`config.mk`:
```
export PLATFORM = sky130hd
export DESIGN_NAME = id_ex_operand_stage
export DESIGN_NICKNAME = d
export VERILOG_FILES = /design/src/rtl/core_pkg.sv /design/src/rtl/operand_fwd_mux.sv /design/src/rtl/id_ex_operand_stage.sv
export SDC_FILE = /design/constraint.sdc
export NUM_CORES = 1
export LEC_CHECK = 0
export CAP_MARGIN = 0
export CORE_AREA = 2 2 169 171
export DETAILED_ROUTE_END_ITERATION = 8
export DIE_AREA = 0 0 171 173
export PLACE_DENSITY_LB_ADDON = 0.25
export SLEW_MARGIN = 20
export SYNTH_ARGS = -nofsm -noshare
export SYNTH_HDL_FRONTEND = slang
export SYNTH_SLANG_ARGS = --single-unit
```
`constraint.sdc`:
```
create_clock -name clock -period 2.3 [get_ports clock]
set_clock_uncertainty 0.2 [all_clocks]
set_input_delay 0.345 -clock clock [delete_from_list [all_inputs] [get_ports clock]]
set_output_delay 0.345 -clock clock [all_outputs]
set_load 0.1 [all_outputs]
```
`src/rtl/core_pkg.sv`:
```
// Shared RV32 core constants: forward-select codes, datapath width default
// and the ALU operation encoding width.
package core_pkg;

  localparam int XLEN_DEF = 32;
  localparam int ALU_OP_W = 4;

  localparam logic [2:0] FWD_RF   = 3'b000;
  localparam logic [2:0] FWD_EX   = 3'b001;
  localparam logic [2:0] FWD_MEM  = 3'b010;
  localparam logic [2:0] FWD_LOAD = 3'b011;
  localparam logic [2:0] FWD_WB   = 3'b100;

endpackage

```
`src/rtl/operand_fwd_mux.sv`:
```
// 5:1 operand forwarding mux; undefined select codes fall back to register-file
// data and raise illegal.
module operand_fwd_mux
  import core_pkg::*;
#(
  parameter int XLEN = XLEN_DEF
) (
  input  logic [2:0]      sel,
  input  logic [XLEN-1:0] rf_data,
  input  logic [XLEN-1:0] ex_data,
  input  logic [XLEN-1:0] mem_data,
  input  logic [XLEN-1:0] load_data,
  input  logic [XLEN-1:0] wb_data,
  output logic [XLEN-1:0] op,
  output logic            illegal
);

  // operand select by forward code
  always_comb begin
    op      = rf_data;
    illegal = 1'b0;
    case (sel)
      FWD_RF:   op = rf_data;
      FWD_EX:   op = ex_data;
      FWD_MEM:  op = mem_data;
      FWD_LOAD: op = load_data;
      FWD_WB:   op = wb_data;
      default: begin
        op      = rf_data;
        illegal = 1'b1;
      end
    endcase
  end

endmodule

```
`src/rtl/id_ex_operand_stage.sv`:
```
// ID operand forwarding plus the ID/EX pipeline register, with bubble insertion
// on stall/flush, a sticky illegal-forward flag and a saturating bubble counter.
module id_ex_operand_stage
  import core_pkg::*;
#(
  parameter int XLEN  = XLEN_DEF,
  parameter int CNT_W = 16
) (
  input  logic                clock,
  input  logic                reset_n,
  input  logic                id_valid,
  input  logic                pc_en,
  input  logic                PCSel,
  input  logic [XLEN-1:0]     rs1_data,
  input  logic [XLEN-1:0]     rs2_data,
  input  logic [XLEN-1:0]     imm_ID,
  input  logic [XLEN-1:0]     pc_ID,
  input  logic [4:0]          rd_ID,
  input  logic                RegWrite_ID,
  input  logic                LoadSel_ID,
  input  logic                MemWrite_ID,
  input  logic [ALU_OP_W-1:0] alu_op_ID,
  input  logic [2:0]          ForwardA,
  input  logic [2:0]          ForwardB,
  input  logic [XLEN-1:0]     fwd_ex_data,
  input  logic [XLEN-1:0]     fwd_mem_data,
  input  logic [XLEN-1:0]     fwd_load_data,
  input  logic [XLEN-1:0]     fwd_wb_data,
  output logic                ex_valid,
  output logic [XLEN-1:0]     ex_op_a,
  output logic [XLEN-1:0]     ex_op_b,
  output logic [XLEN-1:0]     ex_imm,
  output logic [XLEN-1:0]     ex_pc,
  output logic [4:0]          ex_rd,
  output logic                RegWrite_ex,
  output logic                LoadSel_ex,
  output logic                MemWrite_ex,
  output logic [ALU_OP_W-1:0] ex_alu_op,
  output logic                fwd_illegal,
  output logic [CNT_W-1:0]    bubble_count
);

  logic [XLEN-1:0] mux_a_s, mux_b_s;
  logic            ill_a_s, ill_b_s;
  logic            bubble_s;

  logic                valid_q, valid_d;
  logic [XLEN-1:0]     op_a_q, op_a_d, op_b_q, op_b_d;
  logic [XLEN-1:0]     imm_q, imm_d, pc_q, pc_d;
  logic [4:0]          rd_q, rd_d;
  logic                rw_q, rw_d, ls_q, ls_d, mw_q, mw_d;
  logic [ALU_OP_W-1:0] alu_q, alu_d;
  logic                ill_q, ill_d;
  logic [CNT_W-1:0]    cnt_q, cnt_d;

  operand_fwd_mux #(.XLEN(XLEN)) u_fwd_a (
    .sel(ForwardA), .rf_data(rs1_data), .ex_data(fwd_ex_data),
    .mem_data(fwd_mem_data), .load_data(fwd_load_data), .wb_data(fwd_wb_data),
    .op(mux_a_s), .illegal(ill_a_s)
  );

  operand_fwd_mux #(.XLEN(XLEN)) u_fwd_b (
    .sel(ForwardB), .rf_data(rs2_data), .ex_data(fwd_ex_data),
    .mem_data(fwd_mem_data), .load_data(fwd_load_data), .wb_data(fwd_wb_data),
    .op(mux_b_s), .illegal(ill_b_s)
  );

  // flush and stall collapse into a single bubble
  assign bubble_s = PCSel | ~pc_en;

  // next-state for the ID/EX bundle, sticky flag and bubble counter
  always_comb begin
    op_a_d  = mux_a_s;
    op_b_d  = mux_b_s;
    imm_d   = imm_ID;
    pc_d    = pc_ID;
    alu_d   = alu_op_ID;
    valid_d = 1'b0;
    rd_d    = 5'd0;
    rw_d    = 1'b0;
    ls_d    = 1'b0;
    mw_d    = 1'b0;
    if (!bubble_s && id_valid) begin
      valid_d = 1'b1;
      rd_d    = rd_ID;
      rw_d    = RegWrite_ID;
      ls_d    = LoadSel_ID;
      mw_d    = MemWrite_ID;
    end else begin
      valid_d = 1'b0;
      rd_d    = 5'd0;
    end

    ill_d = ill_q | ((ill_a_s | ill_b_s) & id_valid & ~bubble_s);

    if (bubble_s && (cnt_q != {CNT_W{1'b1}})) begin
      cnt_d = cnt_q + {{(CNT_W-1){1'b0}}, 1'b1};
    end else begin
      cnt_d = cnt_q;
    end
  end

  // ID/EX pipeline register
  always_ff @(posedge clock or negedge reset_n) begin
    if (!reset_n) begin
      valid_q <= 1'b0;
      op_a_q  <= '0;
      op_b_q  <= '0;
      imm_q   <= '0;
      pc_q    <= '0;
      rd_q    <= 5'd0;
      rw_q    <= 1'b0;
      ls_q    <= 1'b0;
      mw_q    <= 1'b0;
      alu_q   <= '0;
      ill_q   <= 1'b0;
      cnt_q   <= '0;
    end else begin
      valid_q <= valid_d;
      op_a_q  <= op_a_d;
      op_b_q  <= op_b_d;
      imm_q   <= imm_d;
      pc_q    <= pc_d;
      rd_q    <= rd_d;
      rw_q    <= rw_d;
      ls_q    <= ls_d;
      mw_q    <= mw_d;
      alu_q   <= alu_d;
      ill_q   <= ill_d;
      cnt_q   <= cnt_d;
    end
  end

  assign ex_valid     = valid_q;
  assign ex_op_a      = op_a_q;
  assign ex_op_b      = op_b_q;
  assign ex_imm       = imm_q;
  assign ex_pc        = pc_q;
  assign ex_rd        = rd_q;
  assign RegWrite_ex  = rw_q;
  assign LoadSel_ex   = ls_q;
  assign MemWrite_ex  = mw_q;
  assign ex_alu_op    = alu_q;
  assign fwd_illegal  = ill_q;
  assign bubble_count = cnt_q;

endmodule

```
# [Word level (Yosys, flattened, before mapping)]
# Index checks and enable logic that the tools add are counted.
[word_totals] reg_bits=158 input_bits=279 out_inout_bits=158
[classes] add_sub_neg=1 n_reduce_logical=7 bitwise=7 n_eq_ne=9 mux=9
[ops] op="case mux 32 bit (4 select lines)" n=2
[ops] op="adder 16 x 1 -> 16 bit (second input constant)" n=1
[ops] op="!= test 16 bit (second input constant)" n=1
[ops] op="== test 3 x 2 -> 1 bit (second input constant)" n=4
[ops] op="OR reduction 5 bit" n=2
[ops] op="== test 3 x 1 -> 1 bit (second input constant)" n=2
[ops] op="== test 3 bit (second input constant)" n=2
[ops] op="zero test 3 bit" n=2
[ops] op="2-to-1 mux 1 bit" n=6
[ops] op="2-to-1 mux 5 bit" n=1
[ops] op="bitwise OR 1 bit" n=3
[ops] op="AND 1 bit" n=2
[ops] op="logical AND 1 bit" n=2
[ops] op="NOT 1 bit" n=2
[ops] op="zero test 1 bit" n=1

# [Logic depth before layout (Yosys ltp)]
# Gate-level depths: netlist (run 1).
[logic_depth] depth_word=7 mapped_depth=5 ltp_nobuf=5

# [Modules after synthesis]
# From an unflattened synthesis (run 1), not the netlist that was laid out.
[unflattened] hier_cells=702 area_unflattened_um2=7489.7
[by_module_without_submodules] mod="id_ex_operand_stage" seq_area_each_um2=3953.8 instances=1 cells_each=224 area_per_inst_um2=4434.3
[by_module_without_submodules] mod="operand_fwd_mux" seq_area_each_um2=0.0 instances=2 cells_each=239 area_per_inst_um2=1527.7

# [Worst setup path before layout (run 1)]
# Ideal clock, no wire load.
[synth_timing] kind="flip-flop to flip-flop" startpoint="reg cnt_q[0], in the netlist bubble_count[0]" endpoint="reg cnt_q[1], in the netlist bubble_count[1]" stages_incl_launch_ff=6 arrival_time_ps=2302 slack_ps=-328 t_required_ps=1973 synth_period_minus_slack_ps=2628 path_buffers=0 cell_sequence="dfrtp_1 > ha_1 > nand3_1 > nor4_4 > nor2_2 > mux2_4"
[synth_via] elab_chain_cells=2 word_cells_on_any_way=3 classes_between="add/sub: 1; eq/ne: 1; reduce/logical: 1"
[synth_lines] element="start: declaration" line="id_ex_operand_stage.sv:54" text="logic [CNT_W-1:0] cnt_q, cnt_d;"
[synth_lines] element="start signal: assignment" line="id_ex_operand_stage.sv:130" text="cnt_q <= cnt_d;"
[synth_lines] element="branches (longest 2 deep; another with adder 16 x 1 -> 16 bit)"
# Parallel ways; which one is timed is not known.
# A chain may end at the register's enable or synchronous reset.

# [Worst setup path in the final report (run 1)]
[layout_timing] startpoint="reg cnt_q[8], in the netlist bubble_count[8]" endpoint="reg cnt_q[1], in the netlist bubble_count[1]"
[layout_via] elab_chain_cells=2
[layout_lines] element="!= test 16 bit" line="id_ex_operand_stage.sv:96" text="if (bubble_s && (cnt_q != {CNT_W{1'b1}})) begin"
[layout_lines] element="logical AND 1 bit" line="id_ex_operand_stage.sv:96"
# Every way passes these cells.

==> results.cfg, run 1 <==
[floorplanning]
initial_core_util_pct = 24.3
coreArea_sq_mm = 0.0276
ioPinCount = 437
dieArea_sq_mm = 0.0296
rows = 61
die_y_um = 173
die_x_um = 171

[cts]
ctsResizeCount = 0
cts_root_buf = clkbuf_16
tritoncts = built
cts_buffers = 17
numClockSinks = 158
cts_buffer_depth = 2
clkLatencyLatePin_ns = 0.43
htree_levels = 4
path_clk_slew_ns = 0.08

[logic_synthesis]
syn_nets = 804
ys_seq_area_share_pct = 58.9
synth_simple_gate_area_share_pct = 11.1
synth_ff_type = dfrtp_1
syn-cell-area_sq_mm = 0.00671
synthAdderAreaFrac_pct = 0.186
ys_ff_latch = 158
synth_edf_count = 0
ys_types = 34
yosys_warnings = 0
synthCells = 524
synthMuxAreaShare_pct = 15.7
async_flop_share_pct = 100
synth_top_family_by_area = multiplexers
synth_xor_area_share_pct = 1.96
synth-compound-area-share_pct = 9.92
syn_avg_cell_area_sq_um = 12.8

[timing]
fin_setup_tns_ns = 0
finalCritPeriodShare_pct = 84.6
worst_pin_slew_ns = 0.628
hold_viol = 0
max_freq_mhz = 514
drv_slew = 0
rsz0062_at_grt = false
setup_viol = 0
max-slew-margin-rel_pct = 58.2
hold_ws_ns = 0.149
period_needed_ns = 1.95

[routing]
wirelength_um = 29600
via_count = 6290
dr.pass1.iters = 4
drc_errors = 0
wl_per_cell_um = 21.7
ant_nets = 0
avgViaCountPerCell = 4.63
first_iter_violations = 391

[placed_design]
gp_congestion = 0.913
dp_cells = 1323
port_buffers = 436
post-dp-hpwl_um = 22100

[worst_setup_path]
crit_family = simple AND/OR/NAND/NOR gates
crit_buf_inv = 0
slowest_stage = nor4_4
crit_chain = nand4_1, nor4_4, nor2_2, mux2_4
start_kind = register
max_stage_delay_ns = 0.55
crit_fanout = 8
r2r.worst_path.cells = 4
timing.rr.start = bubble_count[8]
r2r_slack_ns = 0.35
critPathRequiredTime_ns = 2.42
worstSetupEndpointType = register
regToRegEndpoint = bubble_count[1]
worstPathArrival_ns = 2.06
critPathKind = reg -> reg

[global_route]
grt_pass1_vias = 6716
overflow = 0
grt_pass1_wl_um = 43000
antenna_found_initial = 6
grt_max_degree = 51
track_usage_pct = 19.8

[final_layout]
multi_input_area_sq_mm = 0.00264
nFillCells = 2641
post-route-util_pct = 43.2
final_common_cell = clkdlybuf4s50_1
fin_nets = 1245
final_cell_mix = clkdlybuf4s50_1, buf_4, dfrtp_1
syn_to_final_growth_pct = 78.0
fin_cells = 1360
drive_gt1_share_pct = 27.9
register_area_sq_mm = 0.00397

[worst_hold_path]
min_to = ex_pc[21]
holdPathStages = 1
hold_class = in -> reg
worstHoldStart = pc_ID[21]

[pwr]
cellLeakagePower_nw = 5.08
power_density_mw_per_mm2 = 817
vdd_drop_max_mv = 0.412

[outcome]
outcome = completed

[job]
maxCapViolCount = 0
[area by class of cell]
type	instances	share of cell area (%)
well taps	378	3.96
clock buffers	17	3.56
flip-flops and latches	158	33.3
multi-input cells	330	22.1
clock inverters	15	1.40
inverters	1	0.0314
diodes	4	0.0838
repair buffers	457	35.6
[logic make-up (layout without fill, tap and decap cells)]
| kind of cell | count (synthesis) | in the layout |
|---|---|---|
| flops | 158 | 158 |
| xor+xnor | 15 | 15 |
| fa+ha+maj | 1 | 1 |
| simple gates | 149 | 149 |
| compound gates | 100 | 100 |
| buf+inv | 36 | 490 |
| mux | 65 | 65 |
| other cells | 0 | 4 |
[flip-flops by register name (all words and copies together) (netlist names), 4 cells and up]
| register | flops |
|---|---|
| bubble_count | 16 |
| ex_alu_op | 4 |
| ex_imm | 32 |
| ex_op_a | 32 |
| ex_op_b | 32 |
| ex_pc | 32 |
| ex_rd | 5 |
[how the worst max path moves through the flow]
stage / from / endpoint / slack [ns] / cells after the start
global placement: pc_en / bubble_count[15] / 0.14 / 5
finish: bubble_count[8] / bubble_count[1] / 0.35 / 4
detailed placement: pc_en / bubble_count[13] / 0.12 / 5
floorplan: bubble_count[1] / bubble_count[1] / 0.02 / 5
global route: bubble_count[1] / bubble_count[1] / 0.28 / 5
CTS: bubble_count[0] / bubble_count[1] / 0.37 / 5
[layer usage]
layer | GRT usage [%] | routed length (um) | share of wire [%]
met1 | 21.4 | 10900 | 37
met2 | 36.4 | 15800 | 53
met3 | 5.63 | 2280 | 7.7
met4 | 6.74 | 534 | 1.8
met5 | 0 | 30 | 0.10
[worst register-to-register path: stages (launching register included)]
cell and delay [ns]:
dfrtp_2 0.42, nand4_1 0.25, nor4_4 0.55, nor2_2 0.11, mux2_4 0.31
[synthesized netlist by cell type, types with 2 or more instances]
master | number | area [sq um]
and3_1 | 8 | 50.1
mux2i_1 | 32 | 320
nor3_1 | 6 | 30.0
mux4_2 | 32 | 721
nand4_1 | 4 | 25.0
nand2_1 | 40 | 150
o21ai_0 | 2 | 10.0
dfrtp_1 | 158 | 3950
a22oi_1 | 64 | 480
clkbuf_1 | 25 | 93.8
nor3b_1 | 3 | 22.5
nor4_1 | 5 | 31.3
buf_1 | 3 | 11.3
nand3_1 | 36 | 180
xor2_1 | 13 | 114
buf_2 | 7 | 35.0
a21oi_1 | 32 | 160
xnor2_1 | 2 | 17.5
nand4_4 | 2 | 42.5
nor2_1 | 36 | 135
[metrics by stage]
step                      power [W]  cell area (sq um)  setup slack (ns)
after global placement      0.00695              11300             0.144
after floorplan             0.00566               6730            0.0178
after global routing         0.0101              11900             0.277
after detailed placement    0.00697              11300             0.122
final                       0.00976              11900             0.354
after CTS                   0.00987              11900             0.367
[where the power goes]
part,total [W],switching [W],internal (W)
combinational,0.00366,0.00258,0.00107
sequential,0.00324,0.000189,0.00305
clock,0.00287,0.00140,0.00146
total,0.00976,0.00418,0.00559
[what timing repair did]
item / in CTS / in global routing
hold buffers: 1 / 0
setup endpoints to repair: 0 / 0
setup buffers: 0 / 0
hold endpoints to repair: 40 / 0
No activity file was read; power rests on OpenSTA's default activity.
==> inputs of run 2 (changes only) <==
==> constraint.sdc (replaced) <==
create_clock -name clock -period 1.8 [get_ports clock]
set_clock_uncertainty 0.2 [all_clocks]
set_input_delay 0.27 -clock clock [delete_from_list [all_inputs] [get_ports clock]]
set_output_delay 0.27 -clock clock [all_outputs]
set_load 0.1 [all_outputs]
==> run 2 against run 1 <==
Critical path depth rose by 2. Sequential share of layout area fell by 5.5 points. Die area did not move. Highest routed layer is now met4. Total power rose by 43%.
==> results.cfg, run 2 (synthesized netlist as in run 1, its figures left out) <==
[placed_design]
port_buffers = 436
gp_congestion = 0.839
dpl_cell_area_sq_mm = 0.0137
place_ws_ns = -0.247
post-dp-hpwl_um = 23900

[cts]
cts_buffer_depth = 2
cts_buffers = 17
clkLatencyLatePin_ns = 0.42
htree_levels = 4
tritoncts = built
numClockSinks = 158
cts_root_buf = clkbuf_16
path_clk_slew_ns = 0.08

[worst_setup_path]
r2r.worst_path.cells = 6
regToRegEndpoint = bubble_count[4]
start_kind = register
critPathRequiredTime_ns = 1.90
worstPathArrival_ns = 1.89
r2r_slack_ns = 0.01
critPathKind = reg -> reg
worstSetupEndpointType = register
timing.rr.start = bubble_count[1]
crit_fanout = 5

[routing]
drc_errors = 0
first_iter_violations = 339
wl_per_cell_um = 21.4
wirelength_um = 29800
avgViaCountPerCell = 4.58
ant_nets = 0
via_count = 6396
dr.pass1.iters = 4

[final_layout]
drive_gt1_share_pct = 31.6
syn_to_final_growth_pct = 115
final_common_cell = clkdlybuf4s50_1
fin_nets = 1283
final_cell_mix = clkdlybuf4s50_1, buf_12, dfrtp_1
design_area_sq_mm = 0.0144

[timing]
hold_viol = 0
rsz0062_at_grt = true
worst_pin_slew_ns = 0.430
period_needed_ns = 1.79
finalCritPeriodShare_pct = 99.5
finalWorstSetupSlack_ns = 0.00966
hold_ws_ns = 0.0753
max-slew-margin-rel_pct = 71.3
max_freq_mhz = 559
setup_viol = 0
drv_slew = 0

[global_route]
grt_pass1_vias = 6907
grt_pass1_wl_um = 43600
overflow = 0
antenna_found_initial = 2
grt_max_degree = 68
track_usage_pct = 20.0

[floorplanning]
ioPinCount = 437
die_y_um = 173
coreArea_sq_mm = 0.0276
dieArea_sq_mm = 0.0296
rows = 61
initial_core_util_pct = 24.3
die_x_um = 171

[job]
maxCapViolCount = 0

[worst_hold_path]
min_to = ex_pc[1]
holdPathStages = 1
worstHoldStart = pc_ID[1]
hold_class = in -> reg

[outcome]
outcome = completed

[pwr]
cellLeakagePower_nw = 6.02
vdd_drop_max_mv = 0.774
power_density_mw_per_mm2 = 965
run 2: changes by cell type in the layout (fill, tap and decap cells not counted), sizes merged:
cell         delta
bufinv          +1
diode           -1
buf            +37
clkinv          +1
inv             -2
dlygate4sd3     +1
run 2: per-stage QoR:
stage | std cells | TNS, ns | utilization, % | power (W)
2_1_floorplan | 524 | -1.57 | - | 0.00731
3_3_place_gp | 1357 | -5.37 | 49.5 | 0.0102
5_1_grt | 1397 | -0.248 | 52.2 | 0.0145
3_5_place_dp | 1357 | -7.04 | 49.5 | 0.0102
4_1_cts | 1391 | 0 | 51.9 | 0.0141
6_report | 1397 | 0 | 52.2 | 0.0139
run 2: power by group:
group	internal, W	switching (W)
sequential	0.00393	0.000297
clock	0.00201	0.00172
combinational	0.00240	0.00356
run 2: how the worst max path moves through the flow:
stage,startpoint,endpoint,slack (ns),cells after the start
finish,bubble_count[1],bubble_count[4],0.01,6
global route,bubble_count[0],bubble_count[2],-0.04,6
CTS,bubble_count[8],bubble_count[14],0.008,6
detailed placement,pc_en,bubble_count[15],-0.25,5
global placement,pc_en,bubble_count[15],-0.26,5
floorplan,bubble_count[8],bubble_count[1],-0.24,4
run 2: worst max-delay path, cell delays in order (launching register included):
cell	delay (ns)
dfrtp_4	0.42
ha_4	0.16
nand3_4	0.11
nor4_4	0.39
buf_4	0.20
nor3_1	0.05
xor2_1	0.14
run 2: cell type report:
| type | count | area (sq um) |
|---|---|---|
| fill | 2334 | 13200 |
| timing repair buffer | 495 | 6560 |
| sequential | 158 | 4010 |
| multi-input combinational | 330 | 2740 |
| tap | 378 | 473 |
| clock buffer | 17 | 425 |
| clock inverter | 15 | 198 |
| antenna | 3 | 7.51 |
| inverter | 1 | 3.75 |
run 2: routing by layer:
| metal | vias to the layer above | track usage [%] | part of all wire (%) |
|---|---|---|---|
| li1 | 2918 | - | - |
| met1 | 3151 | 21.7 | 37 |
| met2 | 285 | 36.6 | 53 |
| met3 | 42 | 5.52 | 7.1 |
| met4 | 0 | 7.73 | 2.9 |
| met5 | - | 0 | 0 |
run 2: timing repair:
| item | CTS | global route |
|---|---|---|
| hold endpoints to repair | 160 | 0 |
| hold buffers | 2 | 0 |
| setup endpoints to repair | 3 | 11 |
| buffers inserted | 0 | 3 |
| pin swaps | 1 | 9 |
| gates resized for setup | 3 | 10 |
